==> src/rtl/seq_pattern_gen_if.sv <==
// seq_pattern_gen_if: control and serial-stream signals of the pattern transmitter.
// gap_len is present only when SEQ_PATTERN_GEN_GAP_EN is defined.
interface seq_pattern_gen_if #(
  parameter int PAT_W = 8,
  parameter int CNT_W = 4
);
  logic             start;
  logic             abort;
  logic [PAT_W-1:0] pattern;
  logic [4:0]       pat_len;
  logic [CNT_W-1:0] repeat_cnt;
`ifdef SEQ_PATTERN_GEN_GAP_EN
  logic [3:0]       gap_len;
`endif
  logic             output_bit;
  logic             bit_valid;
  logic             frame_start;
  logic             busy;
  logic             done;
  modport master (
    output start, abort, pattern, pat_len, repeat_cnt,
`ifdef SEQ_PATTERN_GEN_GAP_EN
    output gap_len,
`endif
    input  output_bit, bit_valid, frame_start, busy, done
  );
  modport slave (
    input  start, abort, pattern, pat_len, repeat_cnt,
`ifdef SEQ_PATTERN_GEN_GAP_EN
    input  gap_len,
`endif
    output output_bit, bit_valid, frame_start, busy, done
  );
endinterface

==> src/rtl/seq_pattern_gen.sv <==
// seq_pattern_gen: MSB-first serial pattern transmitter with repeat, abort and busy/done status.
// Define SEQ_PATTERN_GEN_GAP_EN to insert gap_len idle cycles between consecutive frames.
module seq_pattern_gen #(
  parameter int PAT_W = 8,
  parameter int CNT_W = 4
) (
  input logic              clock,
  input logic              reset,
  seq_pattern_gen_if.slave bus
);
`ifdef SEQ_PATTERN_GEN_GAP_EN
  typedef enum logic [1:0] {IDLE, SEND, DONE, GAP} state_t;
`else
  typedef enum logic [1:0] {IDLE, SEND, DONE} state_t;
`endif
  state_t           state, state_n;
  logic [PAT_W-1:0] pat, pat_n, in_sh, nxt_sh, top_sh;
  logic [4:0]       len, len_n, idx, idx_n;
  logic [CNT_W-1:0] rem, rem_n;
  logic [4:0]       out, out_n;
  logic             legal, reload;
`ifdef SEQ_PATTERN_GEN_GAP_EN
  logic [3:0]       glen, glen_n, gcnt, gcnt_n;
`endif
  assign legal  = bus.pat_len != 5'd0 && bus.pat_len <= 5'(PAT_W) && bus.repeat_cnt != '0;
  assign in_sh  = bus.pattern >> (bus.pat_len - 5'd1);
  assign nxt_sh = pat >> (idx - 5'd1);
  assign top_sh = pat >> (len - 5'd1);
  // out packs {output_bit, bit_valid, frame_start, busy, done}, all registered
  assign {bus.output_bit, bus.bit_valid, bus.frame_start, bus.busy, bus.done} = out;
  always_comb begin
    state_n = state;
    pat_n   = pat;
    len_n   = len;
    idx_n   = idx;
    rem_n   = rem;
    out_n   = '0;
    reload  = 1'b0;
`ifdef SEQ_PATTERN_GEN_GAP_EN
    glen_n  = glen;
    gcnt_n  = gcnt;
`endif
    case (state)
      IDLE: if (bus.start && legal) begin
        state_n = SEND;
        pat_n   = bus.pattern;
        len_n   = bus.pat_len;
        idx_n   = bus.pat_len - 5'd1;
        rem_n   = bus.repeat_cnt;
        out_n   = {in_sh[0], 4'b1110};
`ifdef SEQ_PATTERN_GEN_GAP_EN
        glen_n  = bus.gap_len;
`endif
      end else if (bus.start) begin
        state_n = DONE;
        out_n   = 5'b00001;
      end
      SEND: if (idx != 5'd0) begin
        idx_n = idx - 5'd1;
        out_n = {nxt_sh[0], 4'b1010};
      end else if (rem > CNT_W'(1)) begin
        rem_n = rem - CNT_W'(1);
`ifdef SEQ_PATTERN_GEN_GAP_EN
        if (glen != 4'd0) begin
          state_n = GAP;
          gcnt_n  = glen;
          out_n   = 5'b00010;
        end else reload = 1'b1;
`else
        reload = 1'b1;
`endif
      end else begin
        state_n = DONE;
        out_n   = 5'b00001;
      end
`ifdef SEQ_PATTERN_GEN_GAP_EN
      GAP: if (gcnt > 4'd1) begin
        gcnt_n = gcnt - 4'd1;
        out_n  = 5'b00010;
      end else begin
        state_n = SEND;
        reload  = 1'b1;
      end
`endif
      default: state_n = IDLE;
    endcase
    if (reload) begin
      idx_n = len - 5'd1;
      out_n = {top_sh[0], 4'b1110};
    end
    // abort outranks start and end-of-frame, and suppresses the done pulse
    if (bus.abort) begin
      state_n = IDLE;
      out_n   = '0;
    end
  end
  always_ff @(posedge clock or negedge reset)
    if (!reset) begin
      state <= IDLE;
      pat   <= '0;
      len   <= '0;
      idx   <= '0;
      rem   <= '0;
      out   <= '0;
`ifdef SEQ_PATTERN_GEN_GAP_EN
      glen  <= '0;
      gcnt  <= '0;
`endif
    end else begin
      state <= state_n;
      pat   <= pat_n;
      len   <= len_n;
      idx   <= idx_n;
      rem   <= rem_n;
      out   <= out_n;
`ifdef SEQ_PATTERN_GEN_GAP_EN
      glen  <= glen_n;
      gcnt  <= gcnt_n;
`endif
    end
endmodule
==> src/flat_wrapper.sv <==
// flat-port wrapper written by rule: the top's interface ports become plain ports
module seq_pattern_gen_flat 
#(
  parameter int PAT_W = 8,
  parameter int CNT_W = 4
)
  (clock, reset, bus_start, bus_abort, bus_pattern, bus_pat_len, bus_repeat_cnt, bus_output_bit, bus_bit_valid, bus_frame_start, bus_busy, bus_done);
  seq_pattern_gen_if #(.PAT_W(PAT_W), .CNT_W(CNT_W)) bus_i ();
  input logic clock;
  input logic reset;
  input wire logic [$bits(bus_i.start)-1:0] bus_start;
  input wire logic [$bits(bus_i.abort)-1:0] bus_abort;
  input wire logic [$bits(bus_i.pattern)-1:0] bus_pattern;
  input wire logic [$bits(bus_i.pat_len)-1:0] bus_pat_len;
  input wire logic [$bits(bus_i.repeat_cnt)-1:0] bus_repeat_cnt;
  output wire logic [$bits(bus_i.output_bit)-1:0] bus_output_bit;
  output wire logic [$bits(bus_i.bit_valid)-1:0] bus_bit_valid;
  output wire logic [$bits(bus_i.frame_start)-1:0] bus_frame_start;
  output wire logic [$bits(bus_i.busy)-1:0] bus_busy;
  output wire logic [$bits(bus_i.done)-1:0] bus_done;
  assign bus_i.start = bus_start;
  assign bus_i.abort = bus_abort;
  assign bus_i.pattern = bus_pattern;
  assign bus_i.pat_len = bus_pat_len;
  assign bus_i.repeat_cnt = bus_repeat_cnt;
  assign bus_output_bit = bus_i.output_bit;
  assign bus_bit_valid = bus_i.bit_valid;
  assign bus_frame_start = bus_i.frame_start;
  assign bus_busy = bus_i.busy;
  assign bus_done = bus_i.done;
  seq_pattern_gen #(.PAT_W(PAT_W), .CNT_W(CNT_W)) u_core (.clock(clock), .reset(reset), .bus(bus_i));
endmodule
==> config.mk <==
export PLATFORM = sky130hd
export DESIGN_NAME = seq_pattern_gen_flat
export DESIGN_NICKNAME = d
export VERILOG_FILES = /design/src/rtl/seq_pattern_gen_if.sv /design/src/rtl/seq_pattern_gen.sv /design/src/flat_wrapper.sv
export SDC_FILE = /design/constraint.sdc
export NUM_CORES = 1
export LEC_CHECK = 0
export BUFFER_PORTS_ARGS = -buffer_cell sky130_fd_sc_hd__buf_2
export CAP_MARGIN = 25
export CORE_MARGIN = 2
export CORE_UTILIZATION = 45
export CTS_CLUSTER_DIAMETER = 100
export DETAILED_ROUTE_END_ITERATION = 12
export GPL_TIMING_DRIVEN = 0
export PLACE_DENSITY = 0.68
export SLEW_MARGIN = 5
export SYNTH_ARGS = -nofsm -noshare
export SYNTH_HDL_FRONTEND = slang
export SYNTH_SLANG_ARGS = --single-unit
==> constraint.sdc <==
create_clock -name clock -period 2.1 [get_ports clock]
set_input_delay 0.42 -clock clock [delete_from_list [all_inputs] [get_ports clock]]
set_output_delay 0.42 -clock clock [all_outputs]
set_load 0.05 [all_outputs]
* Yosys cells after proc, flatten, opt, wreduce, memory -nomap -nowiden
Index checks and enable logic that the tools add are counted.
W data, S select, Z words.
** Operators by class
- Equal/unequal tests :: 9
- Mux-type cells :: 24
- Reductions and logical operators :: 13
- Add/sub/neg operators :: 4
- Magnitude comparators :: 2
- Shift-type cells :: 3
** Operator list (count)
- $mux W5 :: 7
- $shr A8 B5 Y1 :: 3
- $pmux W5 S2 :: 2
- $sub A5 B1 Y5 const B :: 3
- $mux W4 :: 3
- $mux W2 :: 5
- $reduce_bool A5 Y1 :: 2
- $pmux W4 S2 :: 1
- $ne A3 B1 Y1 const B :: 2
- $ne A3 B3 Y1 const B :: 2
- $reduce_and A3 Y1 :: 2
- $le A5 B4 Y1 const B :: 1
- $mux W1 :: 5
- $gt A4 B1 Y1 const B :: 1
- $ne A2 B1 Y1 const B :: 2
- $ne A4 B3 Y1 const B :: 1
- $pmux W2 S2 :: 1
- $reduce_and A4 Y1 :: 1
- $reduce_bool A4 Y1 :: 1
- $sub A4 B1 Y4 const B :: 1
- $logic_and A1 B1 Y1 :: 3
- $reduce_bool A3 Y1 :: 1
- $eq A2 B1 Y1 const B :: 1
- $logic_not A2 Y1 :: 1
- 3 further kinds :: 3
** Storage, ports and cells
- Input port bits :: 21
- Register bits :: 29
- Word-level logic and storage cells :: 61

* Longest topological paths before layout
Gate-level depths: netlist of the first run.
- Depth in word-level cells :: 8
- Depth in mapped cells :: 9
- Mapped depth without buffers :: 7

* Worst setup path before layout of the first run
Ideal clock, no wire load.
- Path kind :: input port to flip-flop
- Start point :: in bus_pat_len[0]
- End point :: reg u_core.len[2]
- Path buffers :: 2
- Required time :: 1.972 ns
- Path slack :: -0.210 ns
- Stages :: 8
- Library setup time :: 0.128 ns
- Arrival time :: 2.183 ns
- Cells stage by stage :: clkbuf_1 > inv_1 > ha_1 > nor2b_1 > xnor2_1 > nand3_1 > buf_2 > mux2_1
** On the way
- Cells in the longest elaborated chain, start to end :: 5
- Elaborated cells between the ends (all ways) :: 6
** Ends and longest elaborated chain
- start, declared :: line flat_wrapper.sv:14 : input wire logic [$bits(bus_i.pat_len)-1:0] bus_pat_len;
- $le A5 B4 Y1 / $reduce_bool A5 Y1 (equally long branches) :: line seq_pattern_gen.sv:25 : assign legal = bus.pat_len != 5'd0 && bus.pat_len <= 5'(PAT_W) && bus.repeat_cnt != '0;
- $logic_and A1 B1 Y1 * (2 in a row) :: line seq_pattern_gen.sv:25
- $logic_and A1 B1 Y1 * :: line seq_pattern_gen.sv:44 : IDLE: if (bus.start && legal) begin
- $reduce_and A2 Y1 (no line) *
- end signal, assigned :: line seq_pattern_gen.sv:112 : len <= len_n;
- end, declared :: line seq_pattern_gen.sv:18 : logic [4:0] len, len_n, idx, idx_n;
Every way passes the cells marked *; elsewhere a longest branch is shown, timed or not.
A chain may end at the register's enable or synchronous reset.

* Final worst setup path of the first run
- Start point :: reg u_core.idx[0]
- End point :: reg u_core.idx[2]
** On the way
- Cells in the longest elaborated chain, start to end :: 5
- Elaborated cells between the ends (all ways) :: 11
** Ends and longest elaborated chain
- start, declared :: line seq_pattern_gen.sv:18
- start signal, assigned :: line seq_pattern_gen.sv:113 : idx <= idx_n;
- branches (longest 5 deep; another with $sub A5 B1 Y5)
Parallel ways; which one is timed is not known. The select of a mux whose other input is x is not followed.

==> out/summary.txt, run 1 <==
sw power: 729 uW
ratio of cells with drive above 1 in the final layout: 32.5%
ANT nets after route: 0
Worst Path Required: 2.27 ns
leading cell type in the layout, fill and taps excluded: dfrtp_1
Inst Count DP: 240
Initial DRC Count: 52
area share of xor/xnor cells in the synthesized design: 5.00%
Inserted Diodes: 0
Worst Path Max Fanout: 5
Synth Flop Type: dfrtp_1
r2r setup slk: 0.08 ns
H-tree Lvls: 1
Worst-path clk slew: 0.09 ns
CP startpoint kind: flip-flop
sequential fraction of design power: 41.8%
Placeable Area: 3690 um^2
register area share after synthesis: 40.0%
Post-Route WL: 3810 um
R2R cell count: 8
Setup CP Type: flip-flop to flip-flop
Post-synth ARST share: 100%
clock tree from TritonCTS: done
Final TNS setup: 0 ns
maximum vdd drop: 471 uV
clock network fraction of total power: 14.9%
Tot GR Track Use: 18.9%
global route overflow: 0
FF-to-FF End: u_core.idx[2]
first-pass GRT wire length: 6370 um
count of cell types in the netlist: 43
Synth Instances: 169
Switching Fraction: 36.8%
die extent in y: 66.4 um
slew of the pin with the lowest slew margin: 0.627 ns
DP Wirelength: 2880 um
Setup-failing EPs final: 0
Hold Path Class: primary input to async pin
Num Clock Sinks: 28
Layout area overhead: 19.9%
Cell Area, Synth: 1750 um^2
Logic pwr share: 43.3%
DIE WIDTH: 66.4 um
synthesized flop and latch total: 28
clk_skew: 0.00268 ns
maxcap violations: 0
compound-gate portion of the synthesized area: 13.9%
pin count of the biggest net entering global routing: 29
mux cell area share after synthesis: 15.9%
Syn Nets: 196
commonest non-fill, non-tap cells in the layout: dfrtp_1 (27), buf_2 (23), nor2_1 (21)
clock buffer depth: 2
CP arrival: 2.19 ns
Yosys Warn Count: 0
period utilization: 96.1%
final hold viol count: 0
Setup crit end kind: flip-flop
fmax: 495 MHz
Ports: 26
crit path time final: 2.02 ns
Row Count: 22
reg-to-reg startpoint: u_core.idx[0]
number of global-route vias before repair: 1,432
Final Max Slew Viols: 0
first-pass detailed-route iteration total: 4
EDFF count, synth: 0
Post-route DRC: 0
Routed WL per cell: 15.3 um
port bufs: 23
Initial Util: 47.5%
routed vias/inst: 5.76
Avg Cell Area, Syn: 10.4 um^2
Leakage: 0.924 nW
Pint: 1.25 mW
pwr dens: 945 nW/um^2
Fillers: 315
Layout Cells excl Fill: 248
Die ar.: 4400 um^2
status: completed
nets: 229
antenna violations before repair: 0
root buffer cell: clkbuf_8
largest family of logic cells by synthesized area: simple AND/OR/NAND/NOR gates
CTS Buf Count: 3
relative slew slack: 58.2%
Simple-Gate Fraction of Synth Area: 16.7%
Routability Congestion: 0.917
total number of vias: 1,428
clock latency at the later pin of the worst-skew pair: 0.28 ns
Synth Area in Adders: 4.29%
-- cell usage after synthesis, drive strengths merged, types with 4 or more instances --
library cell / n / area (um^2)
a21oi: 6 / 30.0
clkbuf: 4 / 15.0
dfrtp: 28 / 701
ha: 6 / 75.1
inv: 9 / 33.8
mux2: 11 / 124
mux4: 6 / 135
nand2: 9 / 33.8
nor2: 21 / 78.8
nor3: 5 / 25.0
nor3b: 5 / 37.5
o21ai: 13 / 72.6
xnor2: 4 / 35.0
xor2: 6 / 52.6
-- metal layers --
| metal | track usage [%] | vias up | wire length, um |
|---|---|---|---|
| met3 | 3.24 | 9 | 175 |
| met2 | 33.4 | 31 | 1900 |
| met5 | 0 | - | 0 |
| li1 | - | 673 | - |
| met4 | 5.87 | 0 | 81 |
| met1 | 23.4 | 715 | 1650 |
-- critical path, stage by stage (launching register included) --
cell,delay (ns)
dfrtp_2,0.41
inv_1,0.09
ha_4,0.15
nor4b_4,0.22
or4b_4,0.51
a32oi_4,0.25
buf_6,0.15
nand2_1,0.06
o41ai_2,0.06
-- logic make-up (layout without fill, tap and decap cells) --
logic type | Yosys count | count (layout)
compound gates | 35 | 35
xor+xnor | 10 | 10
buf+inv | 16 | 47
mux | 19 | 19
simple gates | 55 | 55
flops | 28 | 28
fa+ha+maj | 6 | 6
-- power groups by stage --
stage	sequential, mW	combinational [mW]	clock (mW)
after CTS	0.822	0.797	0.294
after floorplan	0.818	0.586	0
after global placement	0.837	0.724	0
final	0.828	0.859	0.296
after detailed placement	0.845	0.746	0
after global routing	0.847	0.962	0.322
-- cell type report --
type	instances	area, um^2	area share (%)
plain buffers	7	46.3	2.21
clock buffers	3	41.3	1.97
inverters	9	33.8	1.61
multi-input cells	125	1060	50.7
flip-flops and latches	28	702	33.4
well taps	48	60.1	2.86
repair buffers	28	153	7.27
-- worst max-delay path by stage --
stage / depth (start not counted) / to / slack, ns / startpoint
after floorplan: 8 / u_core.len[2] / 0.07 / bus_pat_len[0]
after global placement: 6 / u_core.idx[2] / -0.22 / u_core.rem[0]
after detailed placement: 6 / u_core.idx[2] / -0.24 / u_core.rem[0]
after CTS: 8 / u_core.idx[2] / 0.02 / u_core.idx[1]
after global routing: 7 / u_core.rem[0] / -0.01 / u_core.rem[0]
final: 8 / u_core.idx[2] / 0.08 / u_core.idx[0]
-- flip-flops by register name, summed over array words and instances (netlist names) --
| signal | flops |
|---|---|
| u_core.pat | 8 |
| u_core.idx | 5 |
| u_core.len | 5 |
| u_core.out | 4 |
| u_core.rem | 4 |
| u_core.state | 2 |
-- what timing repair did --
item / 4_1_cts / 5_1_grt
pin swaps: 1 / 2
setup endpoints to repair: 8 / 13
buffers inserted: 3 / 1
resized for setup: 5 / 15
cloned: 1 / 0
hold buffers: 0 / 0
-- stage by stage --
stage | hold slack [ns] | power, mW | area, um^2 | setup WS [ns] | util, %
after floorplan | 0.124 | 1.40 | 1760 | 0.0682 | -
after global placement | 0.453 | 1.56 | 1940 | -0.218 | 52.6
after detailed placement | 0.471 | 1.59 | 1940 | -0.243 | 52.6
after CTS | 0.181 | 1.91 | 2030 | 0.0201 | 54.9
after global routing | 0.204 | 2.13 | 2100 | -0.0131 | 56.9
final | 0.151 | 1.98 | 2100 | 0.0818 | 56.9
Power figures use the tool's default switching activity.
==> run 2, diff against run 1 <==
- CAP_MARGIN: 25 -> 10
- RECOVER_POWER: not set -> 50
- clock period: 2.1 -> 1.68 ns (I/O delays scaled with it)
==> run 2 against run 1 <==
The run now ends with negative setup slack left. Global-route usage up 4.0 points. Sequential cell count did not move. Sequential share of layout area decreased by 4.1 points. First-iteration DRC count is 140% higher. Largest cell class unchanged. Largest power group unchanged.
==> out/summary.txt, run 2 (same netlist as run 1, synthesis figures left out) <==
Layout Cells excl Fill: 263 (+6.0%)
R2R cell count: 8 (unchanged)
Die ar.: 4400 um^2 (unchanged)
port bufs: 23 (unchanged)
CP max-delay cell: or4b_4
overall power: 2.84 mW (+43%)
crit-path cells: inv_2 -> ha_4 -> nor4b_4 -> or4b_4 -> a32oi_4 -> buf_6 -> a311oi_1 -> a21oi_1
global route overflow: 0 (unchanged)
clock tree from TritonCTS: done
Num Clock Sinks: 28 (unchanged)
Worst Path Required: 1.90 ns (-0.37 ns)
failing checks: negative setup slack
routed vias/inst: 5.75 (about the same)
Leakage: 1.05 nW (+13%)
r2r setup slk: -0.25 ns (-0.33 ns)
clk_skew: 0.00373 ns (+0.00105 ns)
Post-route DRC: 0 (unchanged)
root buffer cell: clkbuf_8
Hold Path Class: primary input to async pin
crit-path max cell delay: 0.50 ns (about the same)
CTS Buf Count: 3 (unchanged)
maxcap violations: 0 (unchanged)
crit path time final: 1.93 ns (-0.0898 ns)
H-tree Lvls: 1 (unchanged)
first-pass detailed-route iteration total: 4 (unchanged)
CP startpoint kind: flip-flop
Routability Congestion: 0.831 (-9.3%)
slew of the pin with the lowest slew margin: 0.703 ns (+0.0756 ns)
setup ws final: -0.248 ns (-0.330 ns)
nets: 243 (+6.1%)
first-pass GRT wire length: 7580 um (+19%)
Tot GR Track Use: 22.9% (+4.0 points)
Placeable Area: 3690 um^2 (unchanged)
commonest non-fill, non-tap cells in the layout: dfrtp_1 (26), buf_2 (22), nor2_1 (19)
number of global-route vias before repair: 1,575 (+10%)
pin count of the biggest net entering global routing: 29 (unchanged)
Inst Count DP: 240 (unchanged)
DP Wirelength: 3000 um (+4.2%)
Final Max Slew Viols: 0 (unchanged)
final hold viol count: 0 (unchanged)
top flop regs: u_core.pat (8), u_core.idx (5), u_core.len (5)
Setup-failing EPs final: 9 (+9)
most flop-heavy register: u_core.pat
reg-to-reg startpoint: u_core.idx[0]
RSZ-0062 raised after global routing: yes
Setup CP Type: flip-flop to flip-flop
antenna violations before repair: 0 (unchanged)
status: complete, but fails checks
Layout area overhead: 36.8%
Inserted Diodes: 0 (unchanged)
Row Count: 22 (unchanged)
period utilization: 115% (+19 points)
total number of vias: 1,513 (+6.0%)
clock latency at the later pin of the worst-skew pair: 0.29 ns (about the same)
FF-to-FF End: u_core.idx[1]
Initial Util: 47.5% (unchanged)
Initial DRC Count: 123 (+140%)
DIE WIDTH: 66.4 um (unchanged)
Worst Path Max Fanout: 3 (-2)
Ports: 26 (unchanged)
Hold WS: 0.0760 ns (-0.0749 ns)
Post-Route WL: 4340 um (+14%)
Worst-path clk slew: 0.10 ns (about the same)
leading cell type in the layout, fill and taps excluded: dfrtp_1
flip-flop count of the largest register after layout: 8 (unchanged)
Routed WL per cell: 16.5 um (+7.4%)
CP Buf/Inv Count: 2 (unchanged)
Setup crit end kind: flip-flop
ANT nets after route: 0 (unchanged)
fmax: 519 MHz (+4.7%)
Top Family by Delay on Critical Path: simple AND/OR/NAND/NOR gates
clock buffer depth: 2 (unchanged)
maximum vdd drop: 540 uV (+15%)
CP arrival: 2.15 ns (-0.04 ns)
relative slew slack: 53.1% (-5.0 points)
pwr dens: 1190 nW/um^2 (+25%)
ratio of cells with drive above 1 in the final layout: 47.0% (+14 points)
die extent in y: 66.4 um (unchanged)
-- run 2: changes by cell type in the layout (fill, tap and decap cells not counted), sizes merged --
| cell | before | now |
|---|---|---|
| clkbuf | 8 | 9 |
| buf | 30 | 44 |
-- run 2: how the worst max path moves through the flow --
stage	start	endpoint	slack [ns]	cells past startpoint
2_1_floorplan	u_core.idx[0]	u_core.idx[2]	-0.25	8
3_3_place_gp	u_core.rem[0]	u_core.idx[2]	-0.58	6
3_5_place_dp	u_core.rem[0]	u_core.idx[2]	-0.65	6
4_1_cts	u_core.idx[0]	u_core.idx[1]	-0.29	8
5_1_grt	u_core.idx[1]	u_core.idx[1]	-0.39	8
6_report	u_core.idx[0]	u_core.idx[1]	-0.25	8
-- run 2: final cells by class --
| class | instances | area [um^2] |
|---|---|---|
| fill | 294 | 1290 |
| multi-input combinational | 125 | 1190 |
| sequential | 28 | 703 |
| timing repair buffer | 42 | 269 |
| buffer | 7 | 73.8 |
| tap | 48 | 60.1 |
| clock buffer | 4 | 55.1 |
| inverter | 9 | 41.3 |
-- run 2: metrics by stage --
| stage | setup slack [ns] | cell area, um^2 | TNS, ns | util [%] |
|---|---|---|---|---|
| 3_3_place_gp | -0.576 | 2040 | -7.08 | 55.2 |
| 4_1_cts | -0.286 | 2330 | -2.07 | 63.2 |
| 5_1_grt | -0.389 | 2390 | -3.16 | 64.9 |
| 3_5_place_dp | -0.647 | 2040 | -8.30 | 55.2 |
| 2_1_floorplan | -0.245 | 1860 | -2.24 | - |
| 6_report | -0.248 | 2390 | -1.88 | 64.9 |
-- run 2: report_power, final --
part           internal (mW)  switching, mW  total (mW)
Sequential             0.852          0.211        1.06
Combinational          0.737          0.604        1.34
Clock                  0.211          0.224       0.435
Total                   1.80           1.04        2.84
-- run 2: routing by layer --
metal | global-route usage, % | routed length [um]
met5 | 0 | 0
met4 | 11.5 | 114
met3 | 3.41 | 241
met2 | 39.6 | 2230
met1 | 27.5 | 1740
-- run 2: repair_timing --
| action | in CTS | in global routing |
|---|---|---|
| hold buffers | 0 | 0 |
| gates resized for setup | 27 | 8 |
| cloned | 1 | 0 |
| setup endpoints to repair | 19 | 18 |
| setup buffers | 13 | 5 |
| pin swaps | 7 | 8 |
